<file path="src/rtl/branch_cond_unit.sv">
// Branch condition unit: flag register, condition decode and a
// one-entry valid/ready decision register with a taken counter.
//
// Ports:
//   clk, reset               clock, synchronous active-high reset
//   flags_in, flags_we       ALU flag update (Z,C,S,O = bits 0..3)
//   req_valid, req_ready     evaluation request handshake
//   opcode, condicao         1=jtrue/0=jfalse, condition select
//   dec_valid, dec_ready     decision handshake
//   saida_mux                taken decision (0 when no decision)
//   flags_q                  registered flags
//   taken_count              saturating count of consumed taken
module branch_cond_unit #(
  parameter int FLAG_W = 4,
  parameter int CNT_W  = 16,
  parameter int FWD    = 1
) (
  input  logic              clk,
  input  logic              reset,
  input  logic [FLAG_W-1:0] flags_in,
  input  logic              flags_we,
  input  logic              req_valid,
  output logic              req_ready,
  input  logic              opcode,
  input  logic [3:0]        condicao,
  output logic              dec_valid,
  input  logic              dec_ready,
  output logic              saida_mux,
  output logic [FLAG_W-1:0] flags_q,
  output logic [CNT_W-1:0]  taken_count
);

  typedef enum logic {
    EMPTY = 1'b0,
    FULL  = 1'b1
  } state_t;

  state_t state;

  logic [FLAG_W-1:0] ev_flags;
  logic [6:0]        fx;
  logic              listed;
  logic              c;
  logic              result;
  logic              accept;
  logic              consume;
  logic              cnt_max;

  assign dec_valid = (state == FULL);
  assign req_ready = !dec_valid || dec_ready;
  assign accept    = req_valid && req_ready;
  assign consume   = dec_valid && dec_ready;
  assign cnt_max   = &taken_count;

  // Forwarding lets a flag write in the accept cycle steer the branch.
  assign ev_flags = ((FWD != 0) && flags_we) ? flags_in : flags_q;

  // Zero-extend to 7 bits so the extension codes read 0 above FLAG_W.
  always_comb begin
    fx = '0;
    for (int i = 0; i < FLAG_W; i++) begin
      fx[i] = ev_flags[i];
    end
  end

  always_comb begin
    listed = 1'b1;
    c      = 1'b0;
    unique case (condicao)
      4'b0100: c = fx[2];
      4'b0101: c = fx[0];
      4'b0110: c = fx[1];
      4'b0111: c = fx[0] | fx[2];
      4'b0000: c = !fx[0];
      4'b0011: c = fx[3];
      4'b0001: c = 1'b1;
      4'b1100: c = fx[4];
      4'b1101: c = fx[5];
      4'b1110: c = fx[6];
      default: listed = 1'b0;
    endcase
  end

  // Unlisted codes never branch, whatever the opcode.
  assign result = listed && (opcode ? c : !c);

  always_ff @(posedge clk) begin
    if (reset) begin
      state       <= EMPTY;
      saida_mux   <= 1'b0;
      flags_q     <= '0;
      taken_count <= '0;
    end else begin
      if (flags_we) begin
        flags_q <= flags_in;
      end
      unique case (state)
        EMPTY: begin
          if (accept) begin
            state     <= FULL;
            saida_mux <= result;
          end
        end
        FULL: begin
          // Accept while full implies consume: replace, no bubble.
          if (accept) begin
            saida_mux <= result;
          end else if (consume) begin
            state     <= EMPTY;
            saida_mux <= 1'b0;
          end
        end
        default: begin
          state     <= EMPTY;
          saida_mux <= 1'b0;
        end
      endcase
      if (consume && saida_mux && !cnt_max) begin
        taken_count <= taken_count + {{(CNT_W-1){1'b0}}, 1'b1};
      end
    end
  end

endmodule

</file>
<file path="config.mk">
export PLATFORM = sky130hd
export DESIGN_NAME = branch_cond_unit
export DESIGN_NICKNAME = d
export VERILOG_FILES = /design/src/rtl/branch_cond_unit.sv
export SDC_FILE = /design/constraint.sdc
export NUM_CORES = 1
export LEC_CHECK = 0
export ABC_CLOCK_PERIOD_IN_PS = 1900
export BUFFER_PORTS_ARGS = -buffer_cell sky130_fd_sc_hd__buf_2
export CORE_MARGIN = 2
export CORE_UTILIZATION = 50
export CTS_CLUSTER_SIZE = 16
export DETAILED_ROUTE_END_ITERATION = 8
export PLACE_DENSITY = 0.78
export SLEW_MARGIN = 20
export SYNTH_ARGS = -nofsm -noshare
export SYNTH_HDL_FRONTEND = slang
export SYNTH_SLANG_ARGS = --single-unit
</file>
<file path="constraint.sdc">
create_clock -name clk -period 1.9 [get_ports clk]
set_clock_uncertainty 0.05 [all_clocks]
set_input_delay 0 -clock clk [delete_from_list [all_inputs] [get_ports clk]]
set_output_delay 0 -clock clk [all_outputs]
set_load 0.05 [all_outputs]
</file>
==> results of run 1 <==
flip-flops by register name, summed over array words and instances, names as in the netlist:
name and count:
dec_valid 1, taken_count 16, flags_q 4, saida_mux 1
path summary, 6_finish.rpt:
kind	to	slack, ns	cells past startpoint
worst max-delay path	taken_count[5]	0.19	5
worst max register to register	taken_count[5]	0.19	5
worst min register to register	flags_q[1]	0.49	2
worst min-delay path	flags_q[1]	0.02	3
per-layer routing:
metal / track usage / vias to the layer above / share of wire
met3: 0.02542 / 6 / 0.045
met1: 0.2661 / 531 / 0.49
met5: 0 / - / 0
li1: - / 598 / -
met2: 0.3479 / 36 / 0.45
met4: 0.08974 / 0 / 0.014
kinds of logic after synthesis:
kind of cell | synth area share
AO/OA/AOI/OAI | 0.1609
XOR/XNOR | 0.08046
adder cells (fa/ha/maj) | 0.01045
buffers and inverters | 0.02925
flip-flops | 0.3678
multiplexers | 0.04180
AND/OR/NAND/NOR | 0.3093
cell usage in the layout (no fill, tap or decap), types with 2 or more instances in the layout:
master / Yosys / final
buf_2: 1 / 36
o21a_1: 2 / 2
and3_1: 7 / 7
o2111ai_1: 4 / 4
xor2_1: 10 / 10
and4_1: 2 / 2
o21ai_0: 4 / 4
nand2b_1: 3 / 2
clkbuf_4: 0 / 3
o211ai_1: 2 / 2
nand4_1: 3 / 3
a21oi_1: 2 / 2
a31oi_1: 2 / 2
a211oi_1: 3 / 3
inv_1: 4 / 4
nor2_1: 20 / 20
nor4_1: 2 / 2
nand3_1: 8 / 8
dlygate4sd3_1: 0 / 7
dfxtp_1: 22 / 22
and2_1: 2 / 2
or2b_1: 2 / 2
nand2_1: 7 / 7
mux2i_1: 5 / 5
nor3_1: 5 / 5
tightest hold or removal path: stages:
cell,delay (ns)
buf_2,0.14
mux2i_1,0.11
nor2_1,0.08
what timing repair did:
item	4_1_cts	5_1_grt
endpoints found under the hold margin	6	0
buffers inserted	0	0
hold buffers	7	0
layout make-up:
class / count / area (um2)
multi-input combinational: 109 / 724.4
sequential: 22 / 440.4
timing repair buffer: 43 / 250.2
inverter: 4 / 15.01
fill: 189 / 745.7
tap: 28 / 35.03
clock buffer: 3 / 22.52
through the flow:
stage                 util  cell area, um2
floorplan                -            1200
global placement    0.6247            1395
detailed placement  0.6247            1395
CTS                 0.6661            1488
global route        0.6661            1488
finish              0.6661            1488
power breakdown:
group	total, mW	switching (mW)	internal, mW	leakage, nW
logic	0.128	0.0806	0.0478	0.494
registers	0.477	0.00739	0.470	0.178
clock network	0.212	0.139	0.0739	0.0138
==> metrics, run 1 <==
first drt pass iteration count 4; CTS Root Cell clkbuf_4; crit end category flip-flop; final period utilization 0.8979; DR WL/cell 13.21 um; maximum clock path buffer count 2; Min Hold Slack about 0.015 ns; # IOs 37; Max Clk Rate 586.1 MHz; Max Cap Viol 0; slowest stage delay, CP between 0.4 and 0.5 ns; layout cell share with drive strength beyond 1 0.2486; Final HPWL DP 2065 um; post-layout min period between 1.5 and 2 ns; CTS resizes 0; Worst Hold Launch flags_we; worst-margin pin slew 0.3722 ns; Setup Crit Path Kind flip-flop to flip-flop; CP top delay family simple AND/OR/NAND/NOR gates; register clock-pin slew on the reported worst setup and hold paths around 0.12 ns; clock sink count 22; total number of vias approximately 1200; list of most frequent post-synthesis cells dfxtp_1 (22), nor2_1 (20), xor2_1 (10); dpl cells a little under 200; row count 17; worst r2r src taken_count[2]; worst endpoint required time just over 2 ns; Initial Util 0.5361; number of H-tree levels 1; setup TNS 0 ns; Synth area leaders dfxtp_1 (37%), xor2_1 (7.3%), nor2_1 (6.3%), mux2i_1 (4.2%), and3_1 (3.7%); Crit-path slowest cell dfxtp_1; Critical Path Start taken_count[2]; Mapped Area between 0.001 and 0.0015 mm2; initial antenna violation count 0; post-synth top area share 0.3678; register area share after synthesis 0.3678; count leader, synth dfxtp_1; worst vdd ir around 0.34 mV; pre-CTS setup slack 0.2282 ns; Setup crit start kind flip-flop; PD cells between 500 and 600 mW/mm2; WP buf/inv 0; DIE HEIGHT between 50 and 60 um; Non-Filler Instances 209; Final Wtd Congestion between 0.8 and 0.9; CTS Buf Count 3; final worst setup slack roughly 0.19 ns; GR Util All Layers 0.2077; total power approximately 0.82 mW; final WL 2761 um; Iteration-0 DRC Markers 22; DRT antenna net count 0; Area growth syn-to-layout 24.24%; Layout Nets between 150 and 200; asr flop ratio synth 0; DIE AREA approximately 0.0028 mm2; WP data arrival between 1.5 and 2 ns; syn avg cell area ~8.7 um2; top_reg_cell synth dfxtp_1; Pleak 0.6858 nW; Final setup viols 0; Vias/cell roughly 5.6; Post-synth EDFFs 0; area leader, netlist dfxtp_1; PortBufs 36; critical-path cell list and4_1 > nand3_1 > o21ai_0 > xor2_1 > nor2_1; RSZ-0062 raised after global routing no; largest net degree at the start of global routing 20; Slew Limit Fails 0; Synth Register Bits 22; synth unique cells 39; GRT Residual Overflow 0; Gate Count Post-Synth ~140; core area 0.002233 mm2; first-pass GRT wire length between 4000 and 5000 um; CTS tree built; final-report hold violation count 0; status finished clean; Syn Nets between 150 and 200; Antenna diodes 0; Min-Delay Path Class input pin to flip-flop; Skew-Pair Late Insertion Delay 0.30 ns; Residual DRC 0; Yosys warnings 0; Rel. slew slack 0.7504; DIE WIDTH between 50 and 60 um; critical-path maximum fanout 7; vias in the first global route around 1000
Power figures use the tool's default switching activity.
==> run 2, diff against run 1 <==
--- a/config.mk
+++ b/config.mk
@@ -8,11 +8,10 @@
 export ABC_CLOCK_PERIOD_IN_PS = 1900
 export BUFFER_PORTS_ARGS = -buffer_cell sky130_fd_sc_hd__buf_2
 export CORE_MARGIN = 2
-export CORE_UTILIZATION = 50
+export CORE_UTILIZATION = 45
 export CTS_CLUSTER_SIZE = 16
 export DETAILED_ROUTE_END_ITERATION = 8
-export PLACE_DENSITY = 0.78
-export SLEW_MARGIN = 20
+export PLACE_DENSITY = 0.72
 export SYNTH_ARGS = -nofsm -noshare
 export SYNTH_HDL_FRONTEND = slang
 export SYNTH_SLANG_ARGS = --single-unit
==> run 2 against run 1 <==
  * Non-clock buffer count rose by 2
  * The run now ends with negative hold slack left
  * Via count is 1.4% higher
  * Cell count grew 2.4%
  * Wire length up 1.5%
  * First-iteration DRC count increased by 59%
  * Register-to-register slack better by 0.07 ns
  * Sequential share of layout area fell by 0.66 points
  * Core utilization is 5.7 points lower
  * Critical path type unchanged
==> metrics, run 2 (same netlist as run 1, synthesis figures left out) <==
Vias/cell 5.547 (-1.0%); final period utilization 0.8622 (-0.03570); GRT Residual Overflow 0 (unchanged); r2r setup slk 0.26 ns (+0.07 ns); status finished, violations left; CTS tree built; violated checks negative hold slack; Max Cap Viol 0 (unchanged); R2R Path End taken_count[1]; final WL 2802 um (+1.5%); Min-Delay Path Class input pin to flip-flop; hold depth 3 (unchanged); WP data arrival 1.81 ns (-0.04 ns); max FFs per register 16 (unchanged); DR WL/cell 13.09 um (-0.89%); # IOs 37 (unchanged); PD cells 576.7 mW/mm2 (+4.9%); total number of vias 1187 (+1.4%); number of H-tree levels 1 (unchanged); Max Clk Rate 610.4 MHz (+4.1%); pre-CTS setup slack 0.3030 ns (+0.07478 ns); Rel. slew slack 0.7337 (-0.01672); critical-path cell list and4_1 > nand4_4 > o21ai_2 > mux2i_1 > nor2_1; Antenna diodes 0 (unchanged); Final Cell Area 0.001521 mm2 (+2.3%); Slew Limit Fails 0 (unchanged); first-pass GRT wire length 4747 um (+9.9%); maximum clock path buffer count 2 (unchanged); Setup Crit Path Kind flip-flop to flip-flop; vias in the first global route 1077 (+5.5%); total power 0.8775 mW (+7.2%); Final Wtd Congestion 0.8642 (-4.0%); biggest regs taken_count x16, flags_q x4; Worst Hold Launch flags_we; worst r2r src taken_count[6]; Final HPWL DP 2035 um (-1.4%); Most flops, register taken_count; Post-CTS Setup Bufs 0 (unchanged); CTS Buf Count 3 (unchanged); setup TNS 0 ns (unchanged); Worst R2R Path Depth 5 (unchanged); WP buf/inv 0 (unchanged); Crit-path slowest cell dfxtp_1; GR Util All Layers 0.1863 (-0.02146); clock sink count 22 (unchanged); crit end category flip-flop; post-layout min period 1.638 ns (-0.06783 ns); DIE AREA 0.003090 mm2 (+10%); row count 18 (+1); core area 0.002500 mm2 (+12%); worst-margin pin slew 0.3971 ns (+0.02492 ns); worst vdd ir 0.5399 mV (+61%); critical-path maximum fanout 10 (+3); DIE WIDTH 55.59 um (+5.0%); hold path endpoint flags_q[3]; commonest non-fill, non-tap cells in the layout buf_2 (36), dfxtp_1 (22), nor2_1 (20); Setup crit start kind flip-flop; Pleak 0.7020 nW (+2.4%); DIE HEIGHT 55.59 um (+5.0%); Layout Nets 200 (+1.0%); initial antenna violation count 0 (unchanged); PortBufs 36 (unchanged); slowest stage delay, CP 0.46 ns (about the same); CTS Root Cell clkbuf_4; largest net degree at the start of global routing 19 (-5.0%); RSZ-0062 raised after global routing no; first drt pass iteration count 4 (unchanged); Final setup viols 0 (unchanged); final-report hold violation count 1 (+1); Initial Util 0.4790 (-0.05716); final worst setup slack 0.2618 ns (+0.06783 ns); worst endpoint required time 2.07 ns (+0.02 ns); Iteration-0 DRC Markers 35 (+59%); CP top delay family simple AND/OR/NAND/NOR gates; Skew-Pair Late Insertion Delay 0.32 ns (+0.02 ns); register clock-pin slew on the reported worst setup and hold paths 0.13 ns (about the same); Area growth syn-to-layout 27.06%; Cell Area, Placed 0.001405 mm2 (+0.72%); Min Hold Slack -0.0005768 ns (-0.01565 ns); Residual DRC 0 (unchanged); commonest non-fill, non-tap cell in the layout buf_2; layout cell share with drive strength beyond 1 0.2554 (+0.006816); DRT antenna net count 0 (unchanged)
## run 2: changes by cell type in the layout (fill, tap and decap cells not counted)
cell and change:
dlygate4sd3_1 +1, buf_4 +1, clkbuf_8 +1
## run 2: final cells by class
type | count | area (um2)
Timing Repair Buffer | 45 | 267.8
Fill cell | 224 | 978.4
Inverter | 4 | 15.01
Tap cell | 30 | 37.54
Multi-Input combinational cell | 109 | 724.4
Sequential cell | 22 | 440.4
Clock buffer | 4 | 36.28
## run 2: worst reg2reg max path: stages, from the launching register on
cell,delay [ns]
dfxtp_1,0.46
and4_1,0.30
nand4_4,0.19
o21ai_2,0.28
mux2i_1,0.21
nor2_1,0.05
## run 2: how the worst max path moves through the flow
stage,endpoint,from,depth (start not counted),slack (ns)
after global routing,taken_count[1],taken_count[2],5,0.11
after CTS,taken_count[1],taken_count[6],5,0.27
final,taken_count[1],taken_count[6],5,0.26
after floorplan,saida_mux,dec_valid,5,0.02
after global placement,taken_count[1],taken_count[6],5,0.30
after detailed placement,taken_count[1],taken_count[6],5,0.30
## run 2: stage by stage
| step | std cells | hold WS, ns | util |
|---|---|---|---|
| 2_1_floorplan | 138 | 0.09636 | - |
| 3_3_place_gp | 202 | 0.2221 | 0.5621 |
| 3_5_place_dp | 202 | 0.2283 | 0.5621 |
| 4_1_cts | 214 | 0.002689 | 0.6086 |
| 5_1_grt | 214 | 0.03553 | 0.6086 |
| 6_report | 214 | -0.0005768 | 0.6086 |
## run 2: where the power goes
group          switching [mW]  total (mW)  leakage [nW]  internal, mW
Clock                   0.150       0.267        0.0210         0.117
Combinational          0.0824       0.133         0.503        0.0505
Sequential            0.00719       0.477         0.178         0.470
## run 2: repair_timing
action	in CTS	in global routing
gates resized for setup	0	0
hold buffers	8	0
hold endpoints to repair	9	0
## run 2: layer usage
layer	GRT usage	share of wire	vias up	wire length, um
met3	0.04651	0.053	4	149
met1	0.2449	0.46	547	1296
li1	-	-	602	-
met5	0	0	-	0
met4	0.04878	0.0086	0	24
met2	0.3044	0.48	34	1331
==> run 3, diff against run 2 <==
--- a/config.mk
+++ b/config.mk
@@ -5,9 +5,8 @@
 export SDC_FILE = /design/constraint.sdc
 export NUM_CORES = 1
 export LEC_CHECK = 0
-export ABC_CLOCK_PERIOD_IN_PS = 1900
+export ABC_CLOCK_PERIOD_IN_PS = 1800
 export BUFFER_PORTS_ARGS = -buffer_cell sky130_fd_sc_hd__buf_2
-export CORE_MARGIN = 2
 export CORE_UTILIZATION = 45
 export CTS_CLUSTER_SIZE = 16
 export DETAILED_ROUTE_END_ITERATION = 8
==> constraint.sdc (replaced) <==
create_clock -name clk -period 1.8 [get_ports clk]
set_clock_uncertainty 0.05 [all_clocks]
set_input_delay 0 -clock clk [delete_from_list [all_inputs] [get_ports clk]]
set_output_delay 0 -clock clk [all_outputs]
set_load 0.05 [all_outputs]
==> run 3 against run 2 <==
  * The run now ends clean
  * Fmax up 1.7%
  * Critical path type unchanged
  * Total power up 4.7%
  * Design area up 0.74%
  * Global-route usage up 2.2 points
  * Critical path depth unchanged
==> metrics, run 3 (same netlist as run 1, synthesis figures left out) <==
post-layout min period 1.611 ns (-0.02709 ns); RSZ-0062 raised after global routing no; total number of vias 1176 (-0.93%); commonest non-fill, non-tap cells in the layout buf_2 (36), nor2_1 (20), dfxtp_1 (13); Post-CTS Setup Bufs 0 (unchanged); WP data arrival 1.76 ns (-0.05 ns); Pint 0.6729 mW (+5.5%); GR Util All Layers 0.2081 (+0.02189); Min-Delay Path Class input pin to flip-flop; initial antenna violation count 0 (unchanged); combinational fraction of design power 0.152 (about the same); Skew-Pair Late Insertion Delay 0.30 ns (-0.02 ns); CTS Buf Count 3 (unchanged); DIE HEIGHT 53.59 um (-3.6%); Final setup viols 0 (unchanged); power share of the clock group 0.300 (-0.005); register clock-pin slew on the reported worst setup and hold paths 0.13 ns (about the same); Final Wtd Congestion 0.8878 (+2.7%); max FFs per register 16 (unchanged); Filler Cell Count 239 (+6.7%); Residual DRC 0 (unchanged); worst-margin pin slew 0.3628 ns (-0.03425 ns); Pleak 0.7064 nW (+0.62%); PD cells 599.6 mW/mm2 (+4.0%); # IOs 37 (unchanged); largest net degree at the start of global routing 19 (unchanged); Slew Limit Fails 0 (unchanged); DR WL/cell 12.30 um (-6.1%); vias in the first global route 1070 (-0.65%); layout cell share with drive strength beyond 1 0.3043 (+0.04891); worst endpoint required time 1.95 ns (-0.12 ns); maximum clock path buffer count 2 (unchanged); first drt pass iteration count 4 (unchanged); row count 18 (unchanged); Setup crit start kind flip-flop; Max Clk Rate 620.7 MHz (+1.7%); biggest regs taken_count x16, flags_q x4; Most flops, register taken_count; CTS Hold Buffers Added 8 (unchanged); DIE AREA 0.002871 mm2 (-7.1%); Setup Crit Path Kind flip-flop to flip-flop; status finished clean; Iteration-0 DRC Markers 26 (-26%); r2r setup slk 0.19 ns (-0.07 ns); critical-path maximum fanout 6 (-4); Vias/cell 5.495 (-0.93%); clock sink count 22 (unchanged); Layout Nets 200 (unchanged); Seq pwr share 0.548 (+0.004); PortBufs 36 (unchanged); setup TNS 0 ns (unchanged); final WL 2632 um (-6.1%); GRT Residual Overflow 0 (unchanged); Max Cap Viol 0 (unchanged); CTS Root Cell clkbuf_4; Antenna diodes 0 (unchanged); Sw Pwr 0.2461 mW (+2.7%); Rel. slew slack 0.7512 (+0.01751); crit end category flip-flop; Final HPWL DP 2092 um (+2.8%); total power 0.9190 mW (+4.7%); first-pass GRT wire length 4478 um (-5.7%); Switching Share 0.2678 (-0.005303); CTS resizes 0 (unchanged); final-report hold violation count 0 (-1); number of H-tree levels 1 (unchanged); Initial Util 0.4790 (unchanged); DRT antenna net count 0 (unchanged); CTS tree built; final period utilization 0.8951 (+0.03285); core area 0.002500 mm2 (unchanged); Area growth syn-to-layout 28.00%; commonest non-fill, non-tap cell in the layout buf_2; DIE WIDTH 53.59 um (-3.6%); worst vdd ir 0.3529 mV (-35%)
## run 3: cell count changes in the layout (fill, tap and decap cells not counted)
cell     delta
dfxtp_1     -9
dfxtp_2     +9
## run 3: critical path: stages, from the launching register on
cell and delay, ns:
dfxtp_1 0.41, and4_1 0.29, nand3_1 0.21, o21ai_2 0.28, mux2i_1 0.22, nor2_1 0.05
## run 3: power groups by stage
stage          Combinational (mW)  Clock, mW  Sequential (mW)
2_1_floorplan              0.0547          0            0.546
3_3_place_gp                0.123          0            0.513
3_5_place_dp                0.127          0            0.515
4_1_cts                     0.140      0.280            0.504
5_1_grt                     0.150      0.299            0.505
6_report                    0.140      0.276            0.504
## run 3: cell type report
class,count,area (um2),share of cell area
multi-input cells,109,724.4,0.4727
flip-flops and latches,22,451.7,0.2947
repair buffers,45,267.8,0.1747
well taps,30,37.54,0.02449
clock buffers,4,36.28,0.02367
inverters,4,15.01,0.009796
## run 3: per-layer routing
metal  wire length (um)  vias up  global-route usage
li1                   -      600                   -
met1               1155      548              0.2423
met2               1366       26              0.4021
met3                 94        2             0.02542
met4                 15        0             0.03947
met5                  0        -                   0
## run 3: path summary, 6_finish.rpt
kind / to / start / depth (start not counted)
worst max register to register: taken_count[1] / taken_count[5] / 5
worst min register to register: taken_count[9] / taken_count[9] / 2
worst min-delay path: flags_q[3] / flags_we / 3
worst max-delay path: taken_count[1] / taken_count[5] / 5
## run 3: per-stage QoR
stage | instances | hold slack, ns | setup WS, ns | utilization | instance area [um2]
final | 214 | 0.01663 | 0.1889 | 0.6131 | 1533
after global routing | 214 | 0.05669 | 0.03332 | 0.6131 | 1533
after CTS | 214 | 0.02509 | 0.1928 | 0.6131 | 1533
after detailed placement | 202 | 0.2278 | 0.2254 | 0.5666 | 1416
after global placement | 202 | 0.2213 | 0.2666 | 0.5666 | 1416
after floorplan | 138 | 0.09345 | 0.004970 | - | 1211
